--- src/rtl/counter_nbit_updown_pkg.sv ---
// Shared definitions for the cascadable up/down counter.
//   DIR_*      : meaning of the 'up' input
//   MODE_*     : meaning of the 'sat' input
//   cnt_op_t   : per-edge operation chosen by the counter's mode decode
//   clamp_val  : largest legal count (MODULUS-1), truncated by the caller to WIDTH bits
package counter_nbit_updown_pkg;

    localparam logic DIR_UP    = 1'b1;
    localparam logic DIR_DOWN  = 1'b0;
    localparam logic MODE_WRAP = 1'b0;
    localparam logic MODE_SAT  = 1'b1;

    typedef enum logic [2:0] {
        OP_HOLD,
        OP_LOAD,
        OP_STEP,
        OP_WRAP,
        OP_SAT
    } cnt_op_t;

    // MODULUS may be 2**32 when WIDTH is 32, so it travels as a 64-bit value.
    function automatic logic [31:0] clamp_val(input longint unsigned modulus);
        return 32'(modulus - 64'd1);
    endfunction

endpackage

--- src/rtl/counter_nbit_updown_tc_detect.sv ---
// Terminal-count detector for the up/down counter.
//   q  : current count
//   up : direction (DIR_UP / DIR_DOWN)
//   en : count enable / carry-in
//   tc : q sits at the terminal value for the current direction
//   rc : ripple carry/borrow (en && tc), zero latency, feeds the next stage's en
module counter_tc_detect
    import counter_nbit_updown_pkg::*;
#(
    parameter int              WIDTH   = 4,
    parameter longint unsigned MODULUS = 16
) (
    input  logic [WIDTH-1:0] q,
    input  logic             up,
    input  logic             en,
    output logic             tc,
    output logic             rc
);

    localparam logic [WIDTH-1:0] MAX_Q = WIDTH'(clamp_val(MODULUS));

    assign tc = (up == DIR_UP) ? (q == MAX_Q) : (q == '0);
    assign rc = en & tc;

endmodule

--- src/rtl/counter_nbit_updown.sv ---
// Parametrised cascadable up/down counter with programmable modulus.
//   clk     : rising-edge clock
//   rst     : asynchronous active-high reset (q=RESET_VAL, ovf=0)
//   en      : count enable / carry-in from a previous stage
//   up      : 1 = increment, 0 = decrement
//   sat     : 0 = wrap at terminal count, 1 = hold at terminal count
//   load    : synchronous parallel load of d (clamped to MODULUS-1)
//   d       : parallel load value
//   clr_ovf : synchronous clear of ovf (a same-cycle overflow event wins)
//   q       : registered count, always within 0..MODULUS-1
//   rc      : combinational ripple carry/borrow
//   ovf     : sticky wrap/saturate flag
module counter_nbit_updown
    import counter_nbit_updown_pkg::*;
#(
    parameter int              WIDTH     = 4,
    parameter longint unsigned MODULUS   = 16,
    parameter longint unsigned RESET_VAL = 0
) (
    input  logic             clk,
    input  logic             rst,
    input  logic             en,
    input  logic             up,
    input  logic             sat,
    input  logic             load,
    input  logic [WIDTH-1:0] d,
    input  logic             clr_ovf,
    output logic [WIDTH-1:0] q,
    output logic             rc,
    output logic             ovf
);

    localparam logic [WIDTH-1:0] MAX_Q = WIDTH'(clamp_val(MODULUS));
    localparam logic [WIDTH-1:0] RST_Q = WIDTH'(RESET_VAL);
    localparam logic [WIDTH-1:0] ONE   = WIDTH'(1);

    generate
        if (WIDTH < 1 || WIDTH > 32 || MODULUS < 2 ||
            MODULUS > (64'd1 << WIDTH) || RESET_VAL >= MODULUS) begin : g_bad_params
            $error("counter_nbit_updown: illegal WIDTH/MODULUS/RESET_VAL combination");
        end
    endgenerate

    logic             tc;
    cnt_op_t          op;
    logic [WIDTH-1:0] q_next;
    logic             ovf_next;
    logic             ovf_set;

    counter_tc_detect #(
        .WIDTH   (WIDTH),
        .MODULUS (MODULUS)
    ) u_tc (
        .q  (q),
        .up (up),
        .en (en),
        .tc (tc),
        .rc (rc)
    );

    // Mode decode: load beats counting; at terminal count the sat input
    // chooses between wrapping and holding.
    always_comb begin
        op = OP_HOLD;
        if (load) begin
            op = OP_LOAD;
        end else if (en) begin
            if (!tc) begin
                op = OP_STEP;
            end else if (sat == MODE_SAT) begin
                op = OP_SAT;
            end else begin
                op = OP_WRAP;
            end
        end
    end

    always_comb begin
        q_next = q;
        case (op)
            OP_LOAD: q_next = (d > MAX_Q) ? MAX_Q : d;
            // tc=0 here, so the step never leaves 0..MODULUS-1.
            OP_STEP: q_next = (up == DIR_UP) ? (q + ONE) : (q - ONE);
            OP_WRAP: q_next = (up == DIR_UP) ? '0 : MAX_Q;
            OP_SAT:  q_next = q;
            OP_HOLD: q_next = q;
            default: q_next = q;
        endcase
    end

    assign ovf_set  = (op == OP_WRAP) || (op == OP_SAT);
    assign ovf_next = ovf_set | (ovf & ~clr_ovf);

    always_ff @(posedge clk or posedge rst) begin
        if (rst) begin
            q   <= RST_Q;
            ovf <= 1'b0;
        end else begin
            q   <= q_next;
            ovf <= ovf_next;
        end
    end

endmodule

--- config.mk ---
export PLATFORM = sky130hd
export DESIGN_NAME = counter_nbit_updown
export DESIGN_NICKNAME = d
export VERILOG_FILES = /design/src/rtl/counter_nbit_updown_pkg.sv /design/src/rtl/counter_nbit_updown_tc_detect.sv /design/src/rtl/counter_nbit_updown.sv
export SDC_FILE = /design/constraint.sdc
export NUM_CORES = 1
export LEC_CHECK = 0
export CORE_AREA = 4 4 41 43
export DETAILED_ROUTE_END_ITERATION = 8
export DIE_AREA = 0 0 45 47
export PLACE_DENSITY_LB_ADDON = 0.12
export SYNTH_ARGS = -nofsm -noshare
export SYNTH_HDL_FRONTEND = slang
export SYNTH_HIERARCHICAL = 1
export SYNTH_SLANG_ARGS = --single-unit
--- constraint.sdc ---
create_clock -name clk -period 2 [get_ports clk]
set_input_delay 0.4 -clock clk [delete_from_list [all_inputs] [get_ports clk]]
set_output_delay 0.4 -clock clk [all_outputs]
set_load 0.05 [all_outputs]
Yosys cells after proc, flatten, opt, wreduce, memory -nomap -nowiden
Cells that the tools add are included.
- register bits: 5
- bits in latches: 0
- memory bits (writable): 0
- ROM bits: 0
- input port bits: 11
- output and inout port bits: 6
- word-level logic and storage cells: 26
- memories kept: 0
- $add $sub $neg: 2
- multiply operators: 0
- div/mod/pow operators: 0
- order comparisons: 1
- eq/ne operators: 5
- shift-type cells: 0
- muxes and demuxes: 9
- bitwise logic cells: 4
- reduce and logical (&&, ||, !) cells: 3
- operators by type and width (cell ; number):
    $mux W3 ; 4
    $mux W4 ; 3
    $pmux W4 S3 ; 1
    $eq A3 B2 Y1 const B ; 2
    $add A4 B1 Y4 const B ; 1
    $eq A4 B4 Y1 const B ; 1
    $gt A4 B4 Y1 const B ; 1
    $logic_not A4 Y1 ; 1
    $sub A4 B1 Y4 const B ; 1
    $eq A3 B1 Y1 const B ; 1
    $eq A3 B3 Y1 const B ; 1
    $reduce_bool A3 Y1 ; 1
    $and A1 B1 Y1 ; 2
    $logic_or A1 B1 Y1 ; 1
    $mux W1 ; 1
    $not A1 Y1 ; 1
    $or A1 B1 Y1 ; 1

Logic depth before layout (Yosys ltp)
Gate-level depths: netlist of run 1.
- depth after elaboration: 8
- depth in mapped cells: 6
- depth with buffers taken out: 6

By module
Netlist of run 1, hierarchy kept.
- modules (own cells, without submodules) (module ; instances ; cells each ; area each (µm²) ; seq. area each (µm²)):
    counter_nbit_updown ; 1 ; 45 ; 390.4 ; 125.1
    counter_tc_detect ; 1 ; 6 ; 50.0 ; 0.0

Worst setup path before layout of run 1
No wires, ideal clock.
- path kind: register to register
- start point: register q[1]
- end point: register q[3]
- library setup time: 0.122 ns
- arrival time: 2.230 ns
- data required time: 1.878 ns
- setup slack: -0.351 ns
- stages on the path, launching flop included: 7
- path buffers: 0
- clock period less this slack: 2.351 ns
- cells stage by stage: dfrtp_1 -> or4_4 -> mux2i_1 -> inv_2 -> o21a_1 -> o221a_1 -> a2111oi_1
- longest elaborated chain between the ends: 7
- ends and longest elaborated chain (what ; line ; text):
    start: declaration ; counter_nbit_updown.sv:28 ; output logic [WIDTH-1:0] q,
    start signal: assignment ; counter_nbit_updown.sv:99 ; q <= q_next;
    $eq A4 B4 Y1 or $logic_not A4 Y1 (tied branches) ; counter_nbit_updown_tc_detect.sv:22 ; assign tc = (up == DIR_UP) ? (q == MAX_Q) : (q == '0);
    $mux W1 (*) ; counter_nbit_updown_tc_detect.sv:22 ;
    via tc ; counter_nbit_updown.sv:44 ; logic tc;
    $mux W3 (*) ; counter_nbit_updown.sv:68 ; if (!tc) begin
    $mux W3 (*) ; counter_nbit_updown.sv:67 ; end else if (en) begin
    $mux W3 (*) ; counter_nbit_updown.sv:65 ; if (load) begin
    $eq A3 B2 Y1 or $eq A3 B1 Y1 (tied branches) ; counter_nbit_updown.sv:80 ; case (op)
    $pmux W4 S3 or $reduce_bool A3 Y1 (tied branches) ; n/a ;
Mark *: on every way through the listed nets, which the timed path passes. The rest lies on a longest branch.
A chain may end at the register's enable or synchronous reset.

Worst setup path in the final report of run 1
- start point: input port up
- end point: register q[3]
- longest elaborated chain between the ends: 6
- ends and longest elaborated chain (what ; line ; text):
    start: declaration ; counter_nbit_updown.sv:23 ; input logic up,
    $mux W1 ; counter_nbit_updown_tc_detect.sv:22 ;
    $mux W3 ; counter_nbit_updown.sv:68 ;
    $mux W3 ; counter_nbit_updown.sv:67 ;
    $mux W3 ; counter_nbit_updown.sv:65 ;
    $eq A3 B2 Y1 or $eq A3 B1 Y1 (tied branches) ; counter_nbit_updown.sv:80 ;
    $pmux W4 S3 or $reduce_bool A3 Y1 (tied branches) ; n/a ;
Parallel ways exist; a longest one is shown, timed or not.

==> results of run 1 <==
==> final cells by class <==
class	instances	area, sq um	area share, %
Multi-Input combinational cell	39	326.6	42.72
Timing Repair Buffer	26	237.7	31.10
Sequential cell	5	128.9	16.86
Clock buffer	4	26.28	3.437
Inverter	7	26.28	3.437
Tap cell	15	18.77	2.455
==> sequential cells by signal, summed over array words and instances, names as in the netlist <==
register  count
q             4
ovf           1
==> what timing repair did <==
| item | 4_1_cts | 5_1_grt |
|---|---|---|
| gates resized for setup | 2 | 1 |
| pin swaps | 0 | 1 |
| setup endpoints to repair | 2 | 2 |
==> cell usage after synthesis (all sizes together) <==
master / count / area (sq um)
a2111oi: 2 / 18.77
a21boi: 1 / 7.510
a21oi: 3 / 15.01
a221o: 1 / 10.01
and2b: 1 / 8.760
and3: 1 / 6.260
dfrtp: 5 / 125.1
fa: 1 / 20.02
ha: 2 / 25.02
inv: 7 / 26.27
mux2: 1 / 11.26
mux2i: 1 / 10.01
nand2: 7 / 26.28
nand2b: 2 / 12.51
nand3: 2 / 10.01
nand4: 1 / 6.260
nor2: 1 / 3.750
nor2b: 2 / 15.02
o2111ai: 1 / 8.760
o211ai: 1 / 7.510
o21a: 1 / 7.510
o21ai: 3 / 15.01
o221a: 1 / 11.26
o22ai: 1 / 12.51
or4: 1 / 11.26
xor2: 1 / 8.760
==> per-layer routing <==
metal  up-vias  wire [um]  GRT usage (%)
met3         4         60          1.533
met4         0         33          10.53
li1        246          -              -
met5         -          0              0
met1       215        587          19.53
met2        19        551          21.47
==> worst max-delay path by stage <==
stage,endpoint,slack (ns)
4_1_cts,rc,-0.004
2_1_floorplan,q[0]$_DFFE_PP0P_,-0.02
3_3_place_gp,q[3]$_DFFE_PP0P_,-0.23
5_1_grt,q[3]$_DFFE_PP0P_,-0.13
6_report,q[3]$_DFFE_PP0P_,0.01
3_5_place_dp,q[3]$_DFFE_PP0P_,-0.29
==> metrics by stage <==
stage | cell area (sq um) | power, uW | util, % | setup WS, ns
2_1_floorplan | 469.2 | 303.2 | - | -0.02486
3_3_place_gp | 725.7 | 423.6 | 55.77 | -0.2286
3_5_place_dp | 725.7 | 424.5 | 55.77 | -0.2932
4_1_cts | 757.0 | 544.0 | 58.17 | -0.004134
5_1_grt | 764.5 | 582.9 | 58.75 | -0.1333
6_report | 764.5 | 543.8 | 58.75 | 0.01414
==> critical path, cell delays in order <==
cell and delay (ns):
clkdlybuf4s50_1 0.47, inv_1 0.07, ha_1 0.33, a21oi_1 0.19, a21oi_1 0.11, a2111oi_1 0.42
a2111oi_2 0.08
==> cell families (layout without fill, tap and decap cells) <==
family                     after synthesis  in the layout  share of synthesized area, %
AOI/OAI and AO/OA                       15             15                         25.85
xor gates and xnor gates                 1              1                         1.989
adders and majority gates                3              3                         10.23
buffers and inverters                    7             37                         5.965
DFF                                      5              5                         28.41
muxes                                    2              2                         4.829
and+or+nand+nor                         18             18                         22.73
==> report_power, final <==
group	internal, uW	switching [uW]
Clock	75.3	40.0
Combinational	133	167
Sequential	120	8.15
==> metrics.md, run 1 <==
| Metric | Value |
|---|---|
| Setup crit start | `up` |
| Reg-to-Reg End | `q[3]$_DFFE_PP0P_` |
| Crit Path Class | `in2reg` |
| Unrepaired setup endpoints after global routing | `yes` |
| Die ar. | `0.002115 sq mm` |
| Yosys warnings | `6` |
| Routed WL | `1232 um` |
| Antenna violations before repair | `0` |
| Final Hold Slack | `0.3590 ns` |
| Clk root buf | `clkbuf_4` |
| Post-CTS Setup Inserts | `0` |
| Commonest non-fill, non-tap cell in the layout | `buf_4` |
| Port Buf Inserts | `16` |
| Fillers | `114` |
| Fin. Hold Viols | `0` |
| TNS Setup | `0 ns` |
| Max Cap Viol | `0` |
| RD Place Congestion | `0.7984` |
| CP Data Required Time | `2.10 ns` |
| GRT Total Usage | `14.49%` |
| # hold bufs at CTS | `0` |
| TritonCTS clock tree | `built` |
| Synth Cell Area | `440.4 sq um` |
| Cts bufs inserted | `3` |
| # H-tree levels | `1` |
| Critical Path End Type | `register` |
| R2R depth | `6` |
| Outcome | `finished, final reports clean` |
| Clock Path Buffers | `2` |
| RR Startpoint | `q[3]$_DFFE_PP0P_` |
| VDD IR max | `0.3320 mV` |
| Final setup vio count | `0` |
| Largest net degree at the start of global routing | `7` |
| Worst Hold Class | `in2async` |
| Nets | `96` |
| Slew HR | `66.63%` |
| Startpoint type of the worst setup path | `primary input` |
| Die Span Y | `47 um` |
| Static leakage | `0.0003256 uW` |
| Yosys reg bits | `5` |
| Fmax | `503.6 MHz` |
| Vias per inst | `5.042` |
| Rows | `13` |
| Post-synthesis cell type count | `30` |
| Final Critical Period | `1.986 ns` |
| Cells after synthesis | `51` |
| CTS Sinks | `5` |
| Drc violations | `0` |
| Tcrit/Tclk final | `99.29%` |
| DR pass1 iterations | `4` |
| Post-Place Cells | `92` |
| Post-Layout Cell Count | `96` |
| Share of layout cells above drive strength 1 | `37.04%` |
| IO Pins | `17` |
| Routed vias | `484` |
| Syn_area_per_cell | `8.636 sq um` |
| Starting Density | `33.85%` |
| Post-DP HPWL | `1019 um` |
| Vias in the first global route | `509` |
| Worst-margin pin slew | `0.4990 ns` |
| Worst Path Max Fanout | `3` |
| Wirelength per Cell | `12.83 um` |
| Die width | `45 um` |
| Most frequent cells in the layout | `13 x buf_4, 12 x clkdlybuf4s50_1, 7 x nand2_1` |
| Pwr Density | `711.4 mW/mm^2` |
| Post-route ant nets | `0` |
| First-pass GRT wire length | `2173 um` |
| Clock Latency Late Sink | `0.24 ns` |
| Reg2Reg Setup Slack | `0.03 ns` |
| # diodes | `0` |
| Synth-to-layout area growth | `73.58%` |
| Clock-pin slew on the worst setup and hold paths | `0.04 ns` |
| Syn nets | `65` |
| Core ar. | `0.001301 sq mm` |
| Gr ovfl total | `0` |
| Clk_skew | `0.003925 ns` |
| Sequential share of the synthesized area | `28.41%` |
| Crit path DAT | `2.09 ns` |
| Slew Limit Fails | `0` |
| Starting DRT DRC Count | `9` |
(Power assumes the default switching activity.)
==> run 2: changes to the inputs <==
- CAP_MARGIN: not set -> 15
==> results of run 2 <==
The final DEF is identical to that of run 1; final timing and power are the same.
==> run 3: changes to the inputs <==
- SETUP_SLACK_MARGIN: not set -> 0.15
==> run 3 against run 2 <==
Combinational power rose by 14%. Register-to-register slack got worse by 0.02 ns. Largest power group unchanged. Largest cell class unchanged. Final cell count rose by 1.0%. Setup slack got worse by 0.0074 ns.
==> metrics.md, run 3 (synthesis gave the netlist of run 1 again) <==
| Metric | Value |
|---|---|
| Outcome | `finished, final reports clean` |
| IO Pins | `17 (unchanged)` |
| # H-tree levels | `1 (unchanged)` |
| Final worst-path setup slack | `0.006729 ns (-0.007413 ns)` |
| Pwr Density | `701.9 mW/mm^2 (-1.3%)` |
| Unrepaired setup endpoints after global routing | `yes` |
| Max reg flops | `4 (unchanged)` |
| Core ar. | `0.001301 sq mm (unchanged)` |
| Die width | `45 um (unchanged)` |
| Crit-path slowest cell | `or4_4` |
| Critical-path cell list | `or4_4 > mux2i_4 > inv_2 > o21a_1 > o221a_1 > a2111oi_4` |
| Crit path DAT | `2.13 ns (+0.04 ns)` |
| RR Startpoint | `q[3]$_DFFE_PP0P_` |
| Post-Layout Cell Count | `97 (+1.0%)` |
| DR pass1 iterations | `4 (unchanged)` |
| Wirelength per Cell | `13.92 um (+8.4%)` |
| CP Data Required Time | `2.13 ns (+0.03 ns)` |
| Synth-to-layout area growth | `88.92%` |
| Rows | `13 (unchanged)` |
| Crit-path max cell delay | `0.58 ns (+0.11 ns)` |
| Starting DRT DRC Count | `8 (-1)` |
| Slew Limit Fails | `0 (unchanged)` |
| Commonest non-fill, non-tap cell in the layout | `buf_4` |
| RD Place Congestion | `0.7984 (unchanged)` |
| Place WS | `-0.2932 ns (unchanged)` |
| Tcrit/Tclk final | `99.66% (+0.37 points)` |
| Critical Path End Type | `register` |
| Fmax | `501.7 MHz (-0.37%)` |
| Die ar. | `0.002115 sq mm (unchanged)` |
| Drc violations | `0 (unchanged)` |
| Vias per inst | `5.216 (+3.5%)` |
| Max Cap Viol | `0 (unchanged)` |
| Fin. Hold Viols | `0 (unchanged)` |
| Clock Path Buffers | `2 (unchanged)` |
| Routed WL | `1350 um (+9.6%)` |
| Antenna violations before repair | `0 (unchanged)` |
| Post-Place Cells | `92 (unchanged)` |
| Buf+Inv Stages, Crit Path | `1 (-1)` |
| R2R depth | `6 (unchanged)` |
| Clock Latency Late Sink | `0.24 ns (about the same)` |
| Post-route ant nets | `0 (unchanged)` |
| GRT Total Usage | `14.73% (+0.24 points)` |
| Reg-to-Reg End | `q[3]$_DFFE_PP0P_` |
| Vias in the first global route | `523 (+2.8%)` |
| First-pass GRT wire length | `2221 um (+2.2%)` |
| Routed vias | `506 (+4.5%)` |
| Static leakage | `0.0003391 uW (+4.1%)` |
| Nets | `97 (+1.0%)` |
| Clock-pin slew on the worst setup and hold paths | `0.04 ns (about the same)` |
| Fin util | `63.94% (+5.2 points)` |
| Gr ovfl total | `0 (unchanged)` |
| Final setup vio count | `0 (unchanged)` |
| Starting Density | `33.85% (unchanged)` |
| Most frequent cells in the layout | `14 x buf_4, 11 x clkdlybuf4s50_1, 7 x nand2_1` |
| TritonCTS clock tree | `built` |
| Largest regs | `q (4), ovf (1)` |
| WP depth | `6 (-1)` |
| Startpoint type of the worst setup path | `register` |
| CTS Sinks | `5 (unchanged)` |
| Reg2Reg Setup Slack | `0.007 ns (-0.02 ns)` |
| Clk_skew | `0.003471 ns (-0.0004547 ns)` |
| Final Critical Period | `1.993 ns (+0.007413 ns)` |
| Overall power | `584.0 uW (+7.4%)` |
| Share of layout cells above drive strength 1 | `43.90% (+6.9 points)` |
| Largest net degree at the start of global routing | `7 (unchanged)` |
| Port Buf Inserts | `16 (unchanged)` |
| Biggest register | `q` |
| Family with the most delay on the worst path | `compound AO/OA/AOI/OAI gates` |
| Worst Path Max Fanout | `4 (+1)` |
| Die Span Y | `47 um (unchanged)` |
| Clk root buf | `clkbuf_4` |
| Slew HR | `66.68% (about the same)` |
| VDD IR max | `0.3573 mV (+7.6%)` |
| Cts bufs inserted | `3 (unchanged)` |
| Post-DP HPWL | `1019 um (unchanged)` |
| Worst Hold Class | `in2async` |
| TNS Setup | `0 ns (unchanged)` |
| # diodes | `0 (unchanged)` |
| Crit Path Class | `reg2reg` |
| Worst-margin pin slew | `0.4982 ns (-0.0007827 ns)` |
run 3: worst max-delay path by stage:
| stage | startpoint | to |
|---|---|---|
| floorplan | q[3]$_DFFE_PP0P_ | q[0]$_DFFE_PP0P_ |
| global placement | up | q[3]$_DFFE_PP0P_ |
| detailed placement | up | q[3]$_DFFE_PP0P_ |
| CTS | q[1]$_DFFE_PP0P_ | q[3]$_DFFE_PP0P_ |
| global route | q[3]$_DFFE_PP0P_ | q[3]$_DFFE_PP0P_ |
| finish | q[3]$_DFFE_PP0P_ | q[3]$_DFFE_PP0P_ |
run 3: worst register-to-register path, delay by kind of cell (launching register included):
| kind | cells | cell delay (ns) |
|---|---|---|
| and+or+nand+nor | 1 | 0.58 |
| DFF | 1 | 0.40 |
| muxes | 1 | 0.21 |
| buffers and inverters | 1 | 0.08 |
| AOI/OAI and AO/OA | 3 | 0.62 |
run 3: per-stage QoR:
step           area (sq um)  hold WS [ns]
4_1_cts               768.2        0.3683
5_1_grt               832.0        0.3764
2_1_floorplan         469.2        0.1783
3_3_place_gp          725.7        0.5261
6_report              832.0        0.3605
3_5_place_dp          725.7        0.5448
run 3: what timing repair did:
item | in CTS | in global routing
endpoints found under the setup margin | 4 | 5
resized for setup | 6 | 7
setup buffers | 0 | 1
pin swaps | 4 | 2
hold buffers | 0 | 0
run 3: final cells by class:
| type | count | area (sq um) |
|---|---|---|
| clock buffers | 4 | 26.28 |
| fillers | 110 | 469.2 |
| inverters | 7 | 26.28 |
| multi-input cells | 39 | 387.9 |
| flip-flops and latches | 5 | 128.9 |
| well taps | 15 | 18.77 |
| repair buffers | 27 | 244.0 |
run 3: routing by layer:
metal / share of wire (%) / vias to the layer above / track usage (%) / wire length, um
met5: 0 / - / 0 / 0
met4: 2.4 / 0 / 10.53 / 32
met3: 5.9 / 4 / 1.533 / 80
met2: 47 / 25 / 21.75 / 639
met1: 44 / 226 / 20.00 / 598
li1: - / 251 / - / -
run 3: where the power goes:
group / switching, uW / internal [uW]
Clock: 39.6 / 75.3
Sequential: 8.14 / 120
Combinational: 190 / 151
Total: 238 / 346
